$ cat config.mk
export PLATFORM = sky130hd
export DESIGN_NAME = grass_sway_ctrl
export DESIGN_NICKNAME = d
export VERILOG_FILES = /design/src/rtl/grass_pkg.sv /design/src/rtl/frame_edge_det.sv /design/src/rtl/grass_sway_ctrl.sv
export SDC_FILE = /design/constraint.sdc
export NUM_CORES = 1
export LEC_CHECK = 0
export CORE_MARGIN = 1
export CORE_UTILIZATION = 50
export CTS_BUF_LIST = sky130_fd_sc_hd__clkbuf_4 sky130_fd_sc_hd__clkbuf_8
export DETAILED_ROUTE_END_ITERATION = 7
export PLACE_DENSITY = 0.76
export REMOVE_ABC_BUFFERS = 1
export SLEW_MARGIN = 25
export SYNTH_ARGS = -nofsm -noshare
export SYNTH_HDL_FRONTEND = slang
export SYNTH_HIERARCHICAL = 1
export SYNTH_SLANG_ARGS = --single-unit
$ cat constraint.sdc
create_clock -name clk -period 1.8 [get_ports clk]
set_input_delay 0.45 -clock clk [delete_from_list [all_inputs] [get_ports clk]]
set_output_delay 0.45 -clock clk [all_outputs]
set_load 0.03 [all_outputs]
$ cat src/rtl/grass_pkg.sv
// -----------------------------------------------------------------------------
// grass_pkg
// Shared definitions for the grass background animation and the renderer's
// blade-bend math.
//   GRASS_OFFSET_W   : width of the sway offset bus
//   GRASS_OFFSET_MIN : default lower bounce bound (inclusive)
//   GRASS_OFFSET_MAX : default upper bounce bound (inclusive)
//   sway_state_e     : animation sequencer states (CALM, GUST)
//   maxInt           : helper for sizing counters from parameters
// -----------------------------------------------------------------------------
package grass_pkg;

  localparam int GRASS_OFFSET_W   = 6;
  localparam int GRASS_OFFSET_MIN = 1;
  localparam int GRASS_OFFSET_MAX = 32;

  typedef enum logic {
    CALM = 1'b0,
    GUST = 1'b1
  } sway_state_e;

  // Larger of two integers; used when sizing counters at elaboration time.
  function automatic int maxInt(input int a, input int b);
    return (a > b) ? a : b;
  endfunction

endpackage

$ cat src/rtl/frame_edge_det.sv
// -----------------------------------------------------------------------------
// frame_edge_det
// Registers a same-domain frame sync and produces a one-cycle registered pulse
// on each rising edge. A sync held high produces a single pulse.
// Reusable by any animated layer that needs a per-frame tick.
//   clk    : clock
//   rst_n  : asynchronous active-low reset
//   sync_i : frame sync level, rising edge marks a new frame
//   tick_o : one-cycle pulse, high the cycle after a rising edge is sampled
// -----------------------------------------------------------------------------
module frame_edge_det (
  input  logic clk,
  input  logic rst_n,
  input  logic sync_i,
  output logic tick_o
);

  logic sync_q;
  logic tick_q;

  // Remember last cycle's sync level and register the rising-edge compare so
  // that the tick carries no combinational path from the sync input.
  always_ff @(posedge clk or negedge rst_n) begin
    if (!rst_n) begin
      sync_q <= 1'b0;
      tick_q <= 1'b0;
    end else begin
      sync_q <= sync_i;
      tick_q <= sync_i & ~sync_q;
    end
  end

  assign tick_o = tick_q;

endmodule

$ cat src/rtl/grass_sway_ctrl.sv
// -----------------------------------------------------------------------------
// grass_sway_ctrl
// Animation sequencer for the grass background. Counts frames and moves a sway
// offset back and forth between two bounds. A gust request from game logic
// switches to a timed phase with faster stepping; pause freezes animation.
//
// Optional build macro:
//   GRASS_SWAY_EASE_EN : when defined, frames per step are doubled while the
//                        offset is within EASE_ZONE of either bound, giving an
//                        ease-in/out at the bounce points.
//
// Ports:
//   clk         : pixel clock
//   rst_n       : asynchronous active-low reset
//   frame_sync  : frame sync (same domain), rising edge = new frame
//   pause       : level, freezes counting, offset, direction and gust timer
//   gust_req    : level, held high by game logic until gust_ack is seen
//   gust_ack    : one-cycle pulse when a gust is accepted
//   gust_active : high while in GUST
//   sway_dir    : 1 = offset increasing
//   sway_offset : current sway offset to the renderer
//   frame_tick  : one-cycle pulse per detected frame
// -----------------------------------------------------------------------------
module grass_sway_ctrl
  import grass_pkg::*;
#(
  parameter int OFFSET_W    = GRASS_OFFSET_W,
  parameter int OFFSET_MIN  = GRASS_OFFSET_MIN,
  parameter int OFFSET_MAX  = GRASS_OFFSET_MAX,
  parameter int CALM_FRAMES = 2,
  parameter int GUST_FRAMES = 1,
  parameter int GUST_LEN    = 60,
  parameter int EASE_ZONE   = 4
) (
  input  logic                clk,
  input  logic                rst_n,
  input  logic                frame_sync,
  input  logic                pause,
  input  logic                gust_req,
  output logic                gust_ack,
  output logic                gust_active,
  output logic                sway_dir,
  output logic [OFFSET_W-1:0] sway_offset,
  output logic                frame_tick
);

`ifdef GRASS_SWAY_EASE_EN
  localparam bit EASE_ON = 1'b1;
`else
  localparam bit EASE_ON = 1'b0;
`endif

  // Frame counter must hold up to 2*DIV-1 for the eased divisor.
  localparam int DIV_MAX = maxInt(CALM_FRAMES, GUST_FRAMES);
  localparam int CNT_W   = $clog2(2 * DIV_MAX);
  localparam int LEFT_W  = $clog2(GUST_LEN + 1);

  localparam logic [OFFSET_W-1:0] OFF_MIN    = OFFSET_W'(OFFSET_MIN);
  localparam logic [OFFSET_W-1:0] OFF_MAX    = OFFSET_W'(OFFSET_MAX);
  localparam logic [OFFSET_W-1:0] OFF_MIN_P1 = OFFSET_W'(OFFSET_MIN + 1);
  localparam logic [OFFSET_W-1:0] OFF_MAX_M1 = OFFSET_W'(OFFSET_MAX - 1);
  localparam logic [OFFSET_W-1:0] EASE_LO    = OFFSET_W'(OFFSET_MIN + EASE_ZONE);
  localparam logic [OFFSET_W-1:0] EASE_HI    = OFFSET_W'(OFFSET_MAX - EASE_ZONE);

  localparam logic [CNT_W-1:0] CALM_LAST      = CNT_W'(CALM_FRAMES - 1);
  localparam logic [CNT_W-1:0] CALM_LAST_EASE = CNT_W'(2 * CALM_FRAMES - 1);
  localparam logic [CNT_W-1:0] GUST_LAST      = CNT_W'(GUST_FRAMES - 1);
  localparam logic [CNT_W-1:0] GUST_LAST_EASE = CNT_W'(2 * GUST_FRAMES - 1);

  localparam logic [LEFT_W-1:0] GUST_LEN_V = LEFT_W'(GUST_LEN);
  localparam logic [LEFT_W-1:0] LEFT_ONE   = LEFT_W'(1);

  sway_state_e         state_q;
  logic [CNT_W-1:0]    frmCnt_q;
  logic [LEFT_W-1:0]   gustLeft_q;
  logic [OFFSET_W-1:0] offset_q;
  logic                dir_q;
  logic                ack_q;
  logic                active_q;

  logic                easeActive;
  logic [CNT_W-1:0]    cntLast;
  logic [OFFSET_W-1:0] stepOffset;
  logic                stepDir;
  logic [CNT_W-1:0]    frmCnt_d;
  logic [OFFSET_W-1:0] offset_d;
  logic                dir_d;

  // Frame tick generation lives in the reusable edge detector.
  frame_edge_det u_frame_edge_det (
    .clk    (clk),
    .rst_n  (rst_n),
    .sync_i (frame_sync),
    .tick_o (frame_tick)
  );

  // Next offset/direction for one step of the bounce. The bound itself is
  // shown for exactly one step; the following step already moves away, so
  // the offset never leaves [OFFSET_MIN, OFFSET_MAX].
  always_comb begin
    stepOffset = offset_q;
    stepDir    = dir_q;
    if (dir_q) begin
      if (offset_q == OFF_MAX) begin
        stepDir    = 1'b0;
        stepOffset = OFF_MAX_M1;
      end else begin
        stepOffset = offset_q + 1'b1;
      end
    end else begin
      if (offset_q == OFF_MIN) begin
        stepDir    = 1'b1;
        stepOffset = OFF_MIN_P1;
      end else begin
        stepOffset = offset_q - 1'b1;
      end
    end
  end

  // Frames-per-step for the current state, doubled near the bounds when
  // easing is built in. The ease test looks at the offset before the step.
  // The counter result below is what a counted frame would produce; the FSM
  // decides whether a frame counts at all.
  always_comb begin
    easeActive = EASE_ON && ((offset_q < EASE_LO) || (offset_q > EASE_HI));
    if (state_q == GUST) begin
      cntLast = easeActive ? GUST_LAST_EASE : GUST_LAST;
    end else begin
      cntLast = easeActive ? CALM_LAST_EASE : CALM_LAST;
    end
    if (frmCnt_q >= cntLast) begin
      frmCnt_d = '0;
      offset_d = stepOffset;
      dir_d    = stepDir;
    end else begin
      frmCnt_d = frmCnt_q + 1'b1;
      offset_d = offset_q;
      dir_d    = dir_q;
    end
  end

  // Sequencer FSM. Accepting a gust takes priority over a frame tick arriving
  // in the same cycle, which is simply dropped. In GUST, the last timed frame
  // still steps at gust speed and then the frame counter restarts for CALM.
  // Pause holds everything except the handshake and the state itself.
  always_ff @(posedge clk or negedge rst_n) begin
    if (!rst_n) begin
      state_q    <= CALM;
      frmCnt_q   <= '0;
      gustLeft_q <= '0;
      offset_q   <= OFF_MIN;
      dir_q      <= 1'b1;
      ack_q      <= 1'b0;
      active_q   <= 1'b0;
    end else begin
      ack_q <= 1'b0;
      case (state_q)
        CALM: begin
          if (gust_req) begin
            state_q    <= GUST;
            active_q   <= 1'b1;
            ack_q      <= 1'b1;
            gustLeft_q <= GUST_LEN_V;
            frmCnt_q   <= '0;
          end else if (frame_tick && !pause) begin
            frmCnt_q <= frmCnt_d;
            offset_q <= offset_d;
            dir_q    <= dir_d;
          end
        end
        GUST: begin
          if (frame_tick && !pause) begin
            frmCnt_q   <= frmCnt_d;
            offset_q   <= offset_d;
            dir_q      <= dir_d;
            gustLeft_q <= gustLeft_q - 1'b1;
            if (gustLeft_q == LEFT_ONE) begin
              state_q  <= CALM;
              active_q <= 1'b0;
              frmCnt_q <= '0;
            end
          end
        end
        default: begin
          state_q  <= CALM;
          active_q <= 1'b0;
        end
      endcase
    end
  end

  assign gust_ack    = ack_q;
  assign gust_active = active_q;
  assign sway_dir    = dir_q;
  assign sway_offset = offset_q;

endmodule

# ---- Word-level counts from Yosys, hierarchy flattened
# Index checks and enable logic that the tools add are counted.
dict set report totals {
  regBits 20
  latch_bits 0
  ram_bits 0
  romBits 0
  input_bits 5
  out_inout_bits 10
  word_cells 63
  n_memories 0
}
dict set report classes {
  n_addsub 4
  n_mul 0
  div_mod_pow 0
  magnitude_cmp 1
  n_eq_ne 8
  shift 0
  n_mux 33
  n_bitwise 3
  reduce_logical 5
}
# operator n
set ops {}
lappend ops {{6-bit two-way mux} 8}
lappend ops {{6-bit one-hot mux with 2 select lines} 2}
lappend ops {{1-bit two-way mux} 14}
lappend ops {{6-bit by 1-bit == test with 1-bit output (second input constant)} 2}
lappend ops {{6-bit by 1-bit subtractor with 6-bit output (second input constant)} 2}
lappend ops {{2-bit two-way mux} 5}
lappend ops {{6-bit by 1-bit adder with 6-bit output (second input constant)} 1}
lappend ops {{6-bit == test (second input constant)} 1}
lappend ops {{1-bit one-hot mux with 2 select lines} 3}
lappend ops {{2-bit by 1-bit inequality test with 1-bit output (second input constant)} 2}
lappend ops {{2-bit inequality test (second input constant)} 2}
lappend ops {{2-bit one-hot mux with 2 select lines} 1}
lappend ops {{2-bit AND reduction} 2}
lappend ops {{3-bit inequality test (second input constant)} 1}
lappend ops {{3-bit AND reduction} 1}
lappend ops {{2-bit by 1-bit adder with 2-bit output (second input constant)} 1}
lappend ops {{2-bit greater-or-equal comparator} 1}
lappend ops {{1-bit NOT} 2}
lappend ops {{1-bit bitwise AND} 1}
lappend ops {{1-bit logical AND} 1}
lappend ops {{1-bit zero test} 1}

# ---- Depth between registers and ports, before layout
# Gate-level depths: netlist of run 1.
dict set report logic_depth {
  word_depth 7
  depth_mapped 7
  ltp_nobuf 6
}

# ---- Hierarchy
# Netlist of run 1, hierarchy kept.
# mod instances cells_per_inst area_per_inst_um2 seq_area_each_um2
set modules_own_cells {}
lappend modules_own_cells {grass_sway_ctrl 1 127 1187.4 452.9}
lappend modules_own_cells {frame_edge_det 1 3 63.8 50.0}

# ---- Worst setup path after synthesis of run 1
# No wires, ideal clock.
dict set report synth_path {
  kind {register to register}
  startpoint {register state_q}
  endpoint {register offset_q[0], in the netlist sway_offset[0]}
  setup_time_ps 83
  arrival_ps 1697
  required_time_ps 1717
  slack_ps 20
  path_stages_with_launch 7
  path_buffers 0
  synth_period_minus_slack_ps 1780
  path_cell_list {dfrtp_1 > inv_1 > ha_1 > or3b_1 > nand3_1 > mux2i_1 > a221o_1}
}
dict set report synth_between {
  elab_chain_len 6
  elab_cells_between_ends 8
  cone_classes {1 x order compare; 1 x eq/ne; 5 x mux; 1 x bitwise}
}
# element line_no
set synth_rtl {}
lappend synth_rtl {{from (decl)} grass_sway_ctrl.sv:73} ;# sway_state_e state_q;
lappend synth_rtl {{from (signal assigned)} grass_sway_ctrl.sv:148} ;# state_q <= CALM;
lappend synth_rtl {{from (signal assigned)} grass_sway_ctrl.sv:160} ;# state_q <= GUST;
lappend synth_rtl {{from (signal assigned)} grass_sway_ctrl.sv:178} ;# state_q <= CALM;
lappend synth_rtl {{1-bit two-way mux *} grass_sway_ctrl.sv:126} ;# if (state_q == GUST) begin
lappend synth_rtl {{net cntLast[0]} grass_sway_ctrl.sv:82} ;# logic [CNT_W-1:0] cntLast;
lappend synth_rtl {{2-bit greater-or-equal comparator *} grass_sway_ctrl.sv:131} ;# if (frmCnt_q >= cntLast) begin
lappend synth_rtl {{6-bit two-way mux *} grass_sway_ctrl.sv:131}
lappend synth_rtl {{6-bit two-way mux *} {grass_sway_ctrl.sv:165, grass_sway_ctrl.sv:172}}
lappend synth_rtl {{6-bit two-way mux} grass_sway_ctrl.sv:159} ;# if (gust_req) begin
lappend synth_rtl {{6-bit one-hot mux with 2 select lines *} grass_sway_ctrl.sv:157} ;# case (state_q)
lappend synth_rtl {{to (signal assigned)} grass_sway_ctrl.sv:167} ;# offset_q <= offset_d;
lappend synth_rtl {{to (signal assigned)} grass_sway_ctrl.sv:174} ;# offset_q <= offset_d;
lappend synth_rtl {{to (decl)} grass_sway_ctrl.sv:76} ;# logic [OFFSET_W-1:0] offset_q;
# Mark *: on every way through the listed nets, which the timed path passes. The rest lies on a longest branch. The select of a mux whose other input is x is not followed.
# A chain may end at the register's enable or synchronous reset.

# ---- Worst setup path in the final report of run 1
dict set report layout_path {
  startpoint {register ack_q, in the netlist gust_ack}
  endpoint {output port gust_ack}
}
# element line_no
set layout_lines {}
lappend layout_lines {{from (decl)} grass_sway_ctrl.sv:78} ;# logic ack_q;
lappend layout_lines {{from (signal assigned)} grass_sway_ctrl.sv:153} ;# ack_q <= 1'b0;
lappend layout_lines {{from (signal assigned)} grass_sway_ctrl.sv:156} ;# ack_q <= 1'b0;
lappend layout_lines {{from (signal assigned)} grass_sway_ctrl.sv:162} ;# ack_q <= 1'b1;
lappend layout_lines {{to (decl)} grass_sway_ctrl.sv:40} ;# output logic gust_ack,
# No word-level cell between the ends.

==> flow_summary.toml, run 1 <==
[run_status]
status = "finished clean"

[timing]
setup_viol = 0
worst_pin_slew_ns = 0.4579
clock_skew_ns = 0.001034
timing.final.crit_share_pct = 97.84
setup_ws_ns = 0.03887
slew_violations = 0
rsz0062_at_grt = "no"
max_freq_mhz = 567.8
period_needed_ns = 1.761
hold_slack_ns = 0.4608
slew_headroom_pct = 69.21
finalHoldViolations = 0

[critical_path]
worstPathCellList = "clkdlybuf4s50_1"
critPathCaptureType = "output port"
path_depth = 1
slowest_delay_ns = 0.67
cp_top_family = "buffers and inverters"
path_buf_inv = 1
cp.arrival_ns = 1.31
r2r_cells = 7
path_class = "flop to output port"
cp.required_ns = 1.35
start_kind = "flop"
worst_path_max_delay_cell = "clkdlybuf4s50_1"
crit_path_max_fanout = 1

[hold_path]
hp-class = "flop to flop"
holdPathStages = 1

[global_routing]
grt_pass1_wl_mm = 4.657
use_met2_pct = 38.68
gr-usage-all-layers_pct = 23.31
grt-ovfl-total = 0
grt_max_degree = 21
grt_busiest_layer = "met2"
met3_usage_pct = 2.047
antenna_found_initial = 0
grt.met1_usage_pct = 29.31
first_global_vias = 1070

[clock_network]
clkLatencyLatePin_ns = 0.30
cts.sinks = 20
cts.clk_slew.worst_paths_ns = 0.11
cts-buffers-inserted = 3
cts_htree_levels = 1
post_cts_buffers = 0
cts_tree = "yes"
clk_path_buf_depth = 2
cts.root.buffer_cell = "clkbuf_4"

[routing]
wl_per_cell_microns = 14.82
via_per_inst = 5.742
postRouteAntennaNets = 0
first_pass_iters = 4
vias = 1045
drt_iter0_drc = 30
totalWireLength_mm = 2.697
drc = 0

[logic_synthesis]
synth_cells = 130
async_reset_ff_share_pct = 100.0
synth_mux_area_share_pct = 1.600
synthAdderAreaFrac_pct = 7.000
synth_flop_cell = "dfrtp_1"
yosysWarnings = 6
syn-mean-instance-area_sq_um = 9.625
synth_xor_area_share_pct = 2.100
synth_top_family_by_area = "simple AND/OR/NAND/NOR gates"
yosysSeqAreaShare_pct = 40.20
synth_seq_cells = 20
synth_compound_area_share_pct = 19.70
synth-simple-area-share_pct = 21.50
synth_edf_count = 0
synthDistinctLibCells = 48
synth_area_sq_um = 1251

[floorplanning]
core_region_area_sq_um = 2276
pin_count = 15
initial_core_util_pct = 54.98
rows = 17
die-width_microns = 52.03
dieArea_sq_um = 2707
die_y_microns = 52.03

[final_layout]
fin_cells = 182
syn2layout_area_growth_pct = 21.20
final_nets = 167
drive_gt1_share_pct = 22.08
design_area_sq_um = 1516
fillers = 188
final_common_cell = "dfrtp_1"
multi_input_area_sq_um = 675.6
insertedDiodeCount = 0
final_cell_mix = "18 x dfrtp_1, 15 x buf_4, 8 x nand2_1"
seqCellArea_sq_um = 503.0

[place]
io_buffers = 14
post-place-ws_ns = -0.07002
finalWeightedCongestion = 0.9146
dp.cells = 178
dp_hpwl_mm = 2.034
post_dp_cell_area_sq_um = 1464

[power_and_ir_drop]
vdd_drop_max_uv = 748.6
power_density_nw_per_um2 = 1373
power.leakage_uw = 0.0006627

[run]
max_cap_viol_count = 0
-- repair_timing --
action / in CTS / in global routing
hold buffers: 0 / 0
pin swaps: 0 / 1
endpoints found under the hold margin: 0 / 0
endpoints found under the setup margin: 9 / 6
resized for setup: 10 / 8
-- metal layers --
layer	up-vias	routed length (microns)
li1	526	-
met1	484	1246
met2	31	1321
met3	4	105
met4	0	24
met5	-	0
-- path summary, 6_finish.rpt --
| kind | startpoint | end | slack, ns |
|---|---|---|---|
| max | gust_ack | gust_ack | 0.04 |
| min | u_frame_edge_det/sync_q | u_frame_edge_det/tick_o | 0.46 |
| max reg2reg | frmCnt_q[0] | sway_offset[5] | 0.06 |
| min reg2reg | u_frame_edge_det/sync_q | u_frame_edge_det/tick_o | 0.46 |
| max in group asynchronous | rst_n | sway_offset[0] | 1.07 |
| min in group asynchronous | rst_n | frmCnt_q[1] | 0.47 |
-- area by class of cell --
cell class              instances  area share, %
clock buffers                   4          2.393
inverters                       9          2.228
multi-input cells              93          44.55
flip-flops and latches         20          33.17
well taps                      28          2.310
repair buffers                 28          15.35
-- report_power, final --
part / internal (uW) / switching [uW] / total, uW
combinational: 434 / 578 / 1010
sequential: 600 / 209 / 810
clock: 123 / 137 / 261
-- kinds of logic (layout without fill, tap and decap cells) --
logic type,Yosys count,count (layout)
flops,20,20
xor+xnor,3,3
mux,2,2
simple gates,46,46
compound gates,35,35
fa+ha+maj,7,7
buf+inv,17,41
-- sequential cells by signal, indices dropped and copies added, names as in the netlist --
register and count:
gust_active 1, gustLeft_q 6, sway_offset 6, sway_dir 1, u_frame_edge_det/sync_q 1, state_q 1, gust_ack 1, frmCnt_q 2
u_frame_edge_det/tick_o 1
-- worst reg2reg max path: cells and delay by family, from the launching register on --
family                   cells  cell delay (ns)
AO/OA/AOI/OAI                2             0.17
adder cells (fa/ha/maj)      1             0.26
buffers and inverters        2             0.19
flip-flops                   1             0.40
AND/OR/NAND/NOR              2             0.62
-- per-stage QoR --
step / setup TNS (ns) / power (uW) / util (%)
6_report: 0 / 2082 / 66.63
5_1_grt: 0 / 2234 / 66.63
4_1_cts: 0 / 2085 / 65.97
3_5_place_dp: -0.09753 / 1861 / 64.32
3_3_place_gp: -0.01171 / 1832 / 64.32
2_1_floorplan: 0 / 1431 / -
-- Yosys cell counts (2+ instances only) --
| cell type | number | share of area [%] |
|---|---|---|
| dfrtp_1 | 18 | 36 |
| inv_1 | 8 | 2.4 |
| nand2_1 | 8 | 2.4 |
| nand3_1 | 8 | 3.2 |
| a21oi_1 | 7 | 2.8 |
| ha_1 | 7 | 7.0 |
| nand2b_1 | 5 | 2.5 |
| nor3_1 | 5 | 2.0 |
| nor2_1 | 4 | 1.2 |
| o21ai_0 | 4 | 1.6 |
| a31oi_1 | 3 | 1.5 |
| buf_2 | 3 | 1.2 |
| buf_6 | 3 | 2.7 |
| o21ai_1 | 3 | 1.2 |
| o31ai_1 | 3 | 1.8 |
| xor2_1 | 3 | 2.1 |
| dfstp_2 | 2 | 4.2 |
| mux2i_1 | 2 | 1.6 |
| nor2b_1 | 2 | 1.0 |
| nor4b_1 | 2 | 1.4 |
| o211ai_1 | 2 | 1.2 |
| o221ai_1 | 2 | 1.4 |
Power figures use the tool's default switching activity.
==> run 2: changes to the inputs <==
CORE_MARGIN = 2   (was 1)
==> flow_summary.toml, run 2 (same netlist as run 1, synthesis figures left out) <==
[routing]
via_per_inst = 5.710
wl_per_cell_microns = 14.44
drt_iter0_drc = 25
first_pass_iters = 4
drc = 0
totalWireLength_mm = 2.643
vias = 1045
postRouteAntennaNets = 0

[power_and_ir_drop]
vdd_drop_max_uv = 833.1
power.leakage_uw = 0.0006703
pwr-share-clk_pct = 16.6
power_density_nw_per_um2 = 1425
power_frac_seq_pct = 38.4
comb_power_share_pct = 45.1
intPower_uw = 1257
power_switching_share_pct = 42.20
switchingPower_uw = 918.0

[critical_path]
path_depth = 1
path_class = "flop to output port"
worstPathCellList = "clkdlybuf4s50_1"
cp.arrival_ns = 1.31
start_kind = "flop"
critPathCaptureType = "output port"
crit_path_max_fanout = 1
worst_path_max_delay_cell = "clkdlybuf4s50_1"
cp.required_ns = 1.35
cp_top_family = "buffers and inverters"
r2r_cells = 6
path_buf_inv = 1
slowest_delay_ns = 0.67

[timing]
finalHoldViolations = 0
clock_skew_ns = 0.001622
rsz0062_at_grt = "no"
period_needed_ns = 1.759
setup_viol = 0
tns_ns = 0
setup_ws_ns = 0.04099
slew_violations = 0
worst_pin_slew_ns = 0.3742
timing.final.crit_share_pct = 97.72
max_freq_mhz = 568.5
slew_headroom_pct = 74.82
hold_slack_ns = 0.4645

[floorplanning]
dieArea_sq_um = 2919
die-width_microns = 54.03
die_y_microns = 54.03
rows = 18
initial_core_util_pct = 51.44
pin_count = 15
core_region_area_sq_um = 2432

[global_routing]
antenna_found_initial = 0
gr-usage-all-layers_pct = 20.46
grt_pass1_wl_mm = 4.326
grt_max_degree = 21
grt-ovfl-total = 0
first_global_vias = 1011

[final_layout]
final_nets = 166
final_common_cell = "dfrtp_1"
final_cell_mix = "18 x dfrtp_1, 14 x buf_4, 8 x inv_1, 8 x nand2_1"
insertedDiodeCount = 0
drive_gt1_share_pct = 20.26
fillers = 215
syn2layout_area_growth_pct = 22.00

[clock_network]
cts_tree = "yes"
cts.root.buffer_cell = "clkbuf_4"
clkLatencyLatePin_ns = 0.29
cts-buffers-inserted = 3
clk_path_buf_depth = 2
cts.sinks = 20
cts_htree_levels = 1
cts.clk_slew.worst_paths_ns = 0.11

[hold_path]
hp-class = "flop to flop"
holdPathStages = 1

[place]
post-place-ws_ns = -0.05208
dp_hpwl_mm = 1.991
io_buffers = 14
finalWeightedCongestion = 0.8098

[run_status]
status = "finished clean"

[run]
max_cap_viol_count = 0
run 2: through the flow:
step	total power, uW	utilization (%)	instances	cell area, sq um
after detailed placement	1844	59.98	179	1459
after CTS	2173	62.04	183	1509
after global routing	2325	62.76	183	1526
final	2175	62.76	183	1526
after floorplan	1431	-	122	1186
after global placement	1806	59.98	179	1459
run 2: path summary, 6_finish.rpt:
| kind | from | end | slack, ns |
|---|---|---|---|
| max in group asynchronous | rst_n | sway_dir | 1.07 |
| worst max register to register | frmCnt_q[0] | sway_offset[0] | 0.07 |
| worst max-delay path | gust_ack | gust_ack | 0.04 |
| worst min register to register | u_frame_edge_det/sync_q | u_frame_edge_det/tick_o | 0.46 |
| worst min-delay path | u_frame_edge_det/sync_q | u_frame_edge_det/tick_o | 0.46 |
| min in group asynchronous | rst_n | gustLeft_q[2] | 0.47 |
run 2: per-layer routing:
metal	wire length [microns]	track usage, %	vias to the layer above
met1	1121	23.29	502
met2	1435	38.41	19
li1	-	-	522
met4	12	6.667	0
met3	74	3.333	2
met5	0	0	-
run 2: power groups by stage:
stage | combinational [uW] | clock, uW | sequential (uW)
global placement | 990 | 0 | 815
global route | 1080 | 381 | 862
floorplan | 470 | 0 | 961
detailed placement | 1010 | 0 | 830
finish | 980 | 360 | 835
CTS | 980 | 368 | 825
run 2: timing repair:
| item | CTS | global route |
|---|---|---|
| pin swaps | 0 | 0 |
| endpoints found under the setup margin | 8 | 6 |
| setup buffers | 0 | 0 |
| hold buffers | 0 | 0 |
| resized for setup | 9 | 7 |
run 2: area by class of cell:
| cell class | count | area, sq um | area share, % |
|---|---|---|---|
| multi-input combinational | 93 | 674.4 | 44.18 |
| inverter | 9 | 33.78 | 2.213 |
| tap | 30 | 37.54 | 2.459 |
| clock buffer | 3 | 22.52 | 1.475 |
| timing repair buffer | 27 | 225.2 | 14.75 |
| sequential | 20 | 503.0 | 32.95 |
| clock inverter | 1 | 30.03 | 1.967 |
